==> config.mk <==
export PLATFORM = sky130hd
export DESIGN_NAME = hack_dmux_4_way
export DESIGN_NICKNAME = d
export VERILOG_FILES = /design/src/rtl/hack_pkg.sv /design/src/rtl/hack_dmux_2way.sv /design/src/rtl/hack_dmux_4_way.sv
export SDC_FILE = /design/constraint.sdc
export NUM_CORES = 1
export LEC_CHECK = 0
export CAP_MARGIN = 30
export CELL_PAD_IN_SITES_DETAIL_PLACEMENT = 1
export CELL_PAD_IN_SITES_GLOBAL_PLACEMENT = 2
export CORE_AREA = 2 2 39 41
export CTS_CLUSTER_DIAMETER = 40
export CTS_CLUSTER_SIZE = 10
export DETAILED_ROUTE_END_ITERATION = 8
export DIE_AREA = 0 0 41 43
export GPL_TIMING_DRIVEN = 0
export PLACE_DENSITY_LB_ADDON = 0.1
export SLEW_MARGIN = 5
export SYNTH_ARGS = -nofsm -noshare
export SYNTH_HDL_FRONTEND = slang
export SYNTH_SLANG_ARGS = --single-unit
==> constraint.sdc <==
create_clock -name clk -period 1 [get_ports clk]
set_input_delay 0.25 -clock clk [delete_from_list [all_inputs] [get_ports clk]]
set_output_delay 0.25 -clock clk [all_outputs]
set_load 0.05 [all_outputs]
==> src/rtl/hack_pkg.sv <==
// hack_pkg: shared constants for the Hack dmux family.
//   SEL_A..SEL_D  : destination encodings of the 2-bit select
//   DEFAULT_WIDTH : default data width of the routed value
package hack_pkg;

  localparam logic [1:0] SEL_A = 2'd0;
  localparam logic [1:0] SEL_B = 2'd1;
  localparam logic [1:0] SEL_C = 2'd2;
  localparam logic [1:0] SEL_D = 2'd3;

  localparam int DEFAULT_WIDTH = 1;

endpackage

==> src/rtl/hack_dmux_2way.sv <==
// hack_dmux_2way: one-input, two-output demultiplexer (Hack DMux gate).
//   in  [WIDTH] : data to route
//   sel [1]     : 0 -> a, 1 -> b
//   a, b [WIDTH]: routed copy of in on the selected output, zero on the other
// Pure combinational logic; an unknown sel propagates X on the bits where
// in is 1 rather than being forced to either output.
module hack_dmux_2way
  import hack_pkg::*;
#(
  parameter int WIDTH = DEFAULT_WIDTH
) (
  input  logic [WIDTH-1:0] in,
  input  logic             sel,
  output logic [WIDTH-1:0] a,
  output logic [WIDTH-1:0] b
);

  assign a = sel ? {WIDTH{1'b0}} : in;
  assign b = sel ? in : {WIDTH{1'b0}};

endmodule

==> src/rtl/hack_dmux_4_way.sv <==
// hack_dmux_4_way: one-input, four-output demultiplexer with registered copy.
//   clk            : single clock, registered outputs update on its rising edge
//   rst            : synchronous active-high reset of the registered outputs
//   in  [WIDTH]    : data to route
//   sel [2]        : 0 -> a, 1 -> b, 2 -> c, 3 -> d
//   a..d [WIDTH]   : combinational outputs, only the selected one carries in
//   a_q..d_q [WIDTH]: the same outputs delayed by one clock, cleared by rst
// The decode is a two-level tree: sel[1] picks the low {a,b} or high {c,d}
// pair, then sel[0] picks within the pair. The combinational path ignores
// clk and rst entirely, so it stays valid while reset is held.
module hack_dmux_4_way
  import hack_pkg::*;
#(
  parameter int WIDTH = DEFAULT_WIDTH
) (
  input  logic             clk,
  input  logic             rst,
  input  logic [WIDTH-1:0] in,
  input  logic [1:0]       sel,
  output logic [WIDTH-1:0] a,
  output logic [WIDTH-1:0] b,
  output logic [WIDTH-1:0] c,
  output logic [WIDTH-1:0] d,
  output logic [WIDTH-1:0] a_q,
  output logic [WIDTH-1:0] b_q,
  output logic [WIDTH-1:0] c_q,
  output logic [WIDTH-1:0] d_q
);

  logic [WIDTH-1:0] low_pair_s;
  logic [WIDTH-1:0] high_pair_s;

  // First level: sel[1] chooses which pair receives the data.
  hack_dmux_2way #(.WIDTH(WIDTH)) u_pair_split (
    .in  (in),
    .sel (sel[1]),
    .a   (low_pair_s),
    .b   (high_pair_s)
  );

  // Second level, low pair: sel[0] chooses a or b.
  hack_dmux_2way #(.WIDTH(WIDTH)) u_low_pair (
    .in  (low_pair_s),
    .sel (sel[0]),
    .a   (a),
    .b   (b)
  );

  // Second level, high pair: sel[0] chooses c or d.
  hack_dmux_2way #(.WIDTH(WIDTH)) u_high_pair (
    .in  (high_pair_s),
    .sel (sel[0]),
    .a   (c),
    .b   (d)
  );

  // Output register bank: capture the settled combinational outputs each edge.
  always_ff @(posedge clk) begin
    if (rst) begin
      a_q <= {WIDTH{1'b0}};
      b_q <= {WIDTH{1'b0}};
      c_q <= {WIDTH{1'b0}};
      d_q <= {WIDTH{1'b0}};
    end else begin
      a_q <= a;
      b_q <= b;
      c_q <= c;
      d_q <= d;
    end
  end

endmodule

==> results.json <==
{
  "std_cell_rows": 14,
  "synth_top_cell_area_share": 0.4848,
  "io_buffers": 12,
  "cts_buffer_depth": 2,
  "synth.top_cells.by_area": "dfxtp_1 48%, and4bb_1 15%, and3b_2 12%",
  "avgSynthCellArea_sq_um": 13.76,
  "cts_tree": "yes",
  "slowest_stage": "and3b_2",
  "drive_gt1_frac": 0.7241,
  "ant_nets": 0,
  "synthCells": 12,
  "use_met2": 0.07813,
  "cp-end-kind": "output pin",
  "wire_per_inst_microns": 10.69,
  "clock-sinks": 4,
  "peakVddDrop_v": 0.0001991,
  "n_fill_cell": 158,
  "grt_util_met3": 0.01571,
  "status": "finished clean",
  "crit_type": "input pin to output pin",
  "path_clk_slew_ns": 0.04,
  "dr_total_vias": 158,
  "drv_cap": 0,
  "grt_setup_unrepaired": "yes",
  "slew_headroom": 0.8679,
  "place_area_sq_um": 316.6,
  "detail_route.vias_per_cell": 3.511,
  "min_from": "sel[1]",
  "critPathArrivalTime_ns": 0.74,
  "cp_top_family": "buffers and inverters",
  "maxSlewViolCount": 0,
  "synth.largest_area_cell": "dfxtp_1",
  "fin_area_sq_um": 381.6,
  "nNetsFinal": 36,
  "fp.coreArea_sq_mm": 0.001384,
  "tns_ns": 0,
  "die_w_microns": 41,
  "grtUsageMet1": 0.07987,
  "dp_cells": 40,
  "start_kind": "input pin",
  "required_ns": 0.75,
  "ys.warnings.count": 0,
  "antenna_found_initial": 0,
  "p_per_area_mw_per_mm2": 1281,
  "diodes": 0,
  "overflow": 0,
  "syn-num-nets": 17,
  "crit_buf_inv": 2,
  "syn_area_sq_um": 165.2,
  "route.detailed.drc": 0,
  "finalCritPeriodShare": 0.9874,
  "fin_util": 0.2758,
  "detailed_place_hpwl_microns": 335.9,
  "fin_crit_ns": 0.9874,
  "grt_usage": 0.06513,
  "grt_pass1_vias": 147,
  "power_leakage_uw": 0.0001796,
  "worstHoldPathCells": 3,
  "tightestPinTransition_ns": 0.1976,
  "grt_start_max_net_pins": 9,
  "ys_types": 7,
  "fin_cells": 45,
  "wl_microns": 481,
  "die_area_sq_mm": 0.001763,
  "setup_viol": 0,
  "start_util": 0.1193,
  "syn_to_final_growth_pct": 131.1,
  "cts_root_buffer": "clkbuf_4",
  "drt_iter0_markers": 2,
  "final-hold-violation-count": 0,
  "dp_slack_ns": -1.200,
  "ios": 13,
  "hold_buffers": 0,
  "multi_input_area_sq_um": 96.34,
  "seqCellArea_sq_um": 80.08,
  "first_pass_iters": 2,
  "yosysSeqAreaShare": 0.4848,
  "whs_endpoint": "a_q",
  "crit_fanout": 5,
  "gp_congestion": 0.5365,
  "ys_seq_elements": 4,
  "die-height_microns": 43,
  "grt_pass1_wl_microns": 703,
  "cts_buffers": 3,
  "htree_levels": 1,
  "hold_class": "input pin to flop",
  "path_cells": "buf_12 -> and3b_2 -> buf_8",
  "fmax_mhz": 1013,
  "grt_most_used_layer": "met4",
  "fin_ws_ns": 0.01261,
  "cpPeakStageDelay_ns": 0.24
}
==> Yosys cell counts <==
cell type  n
nor3b_1    1
and3_2     1
and4b_1    1
and3b_2    2
and4bb_1   2
nor4b_2    1
dfxtp_1    4
==> sequential cells by signal, summed over array words and instances, names as in the netlist <==
name	cells
a_q	1
b_q	1
c_q	1
d_q	1
==> cells by family (layout without fill, tap and decap cells) <==
group / count (synthesis) / count (layout) / synth area share
buffers and inverters: 0 / 17 / 0
flip-flops: 4 / 4 / 0.4849
AND/OR/NAND/NOR: 8 / 8 / 0.5151
==> report_power, final <==
part / switching, uW / total [uW] / internal (uW)
combinational: 63.0 / 124 / 61.4
clock: 64.5 / 199 / 134
sequential: 1.23 / 166 / 165
==> stage by stage <==
step	hold WS, ns	power, uW
global route	0.3175	511.8
floorplan	0.3206	222.4
detailed placement	0.8996	272.8
global placement	0.8984	271.7
CTS	0.2239	493.3
finish	0.3122	489.0
==> cell type report <==
class / instances / area share
well taps: 16 / 0.05246
repair buffers: 14 / 0.4262
multi-input cells: 8 / 0.2525
clock buffers: 3 / 0.05902
flip-flops and latches: 4 / 0.2098
==> how the worst max path moves through the flow <==
stage	start	endpoint	slack, ns	depth (start not counted)
6_report	sel[1]	b	0.01	3
5_1_grt	sel[0]	a	-0.002	3
4_1_cts	sel[0]	c	0.0005	3
3_5_place_dp	sel[1]	d	-1.20	3
3_3_place_gp	sel[1]	d	-1.18	3
2_1_floorplan	sel[1]	a	0.01	1
==> cells in the final DEF, fill, tap and decap left out, drive strengths merged <==
master	Yosys	layout
dfxtp	4	4
and4bb	2	2
clkdlybuf4s50	0	1
clkbuf	0	3
buf	0	13
nor3b	1	1
and4b	1	1
and3b	2	2
and3	1	1
nor4b	1	1
==> layer usage <==
metal / wire length (microns) / share of wire
met2: 233 / 0.48
met3: 44 / 0.091
met1: 204 / 0.42
met4: 0 / 0
met5: 0 / 0
==> timing repair <==
item / in CTS / in global routing
gates resized for setup: 76 / 3
setup buffers: 1 / 1
setup endpoints to repair: 11 / 2
gates cloned: 0 / 0
pin swaps: 1 / 1
No activity file was read; power rests on OpenSTA's default activity.
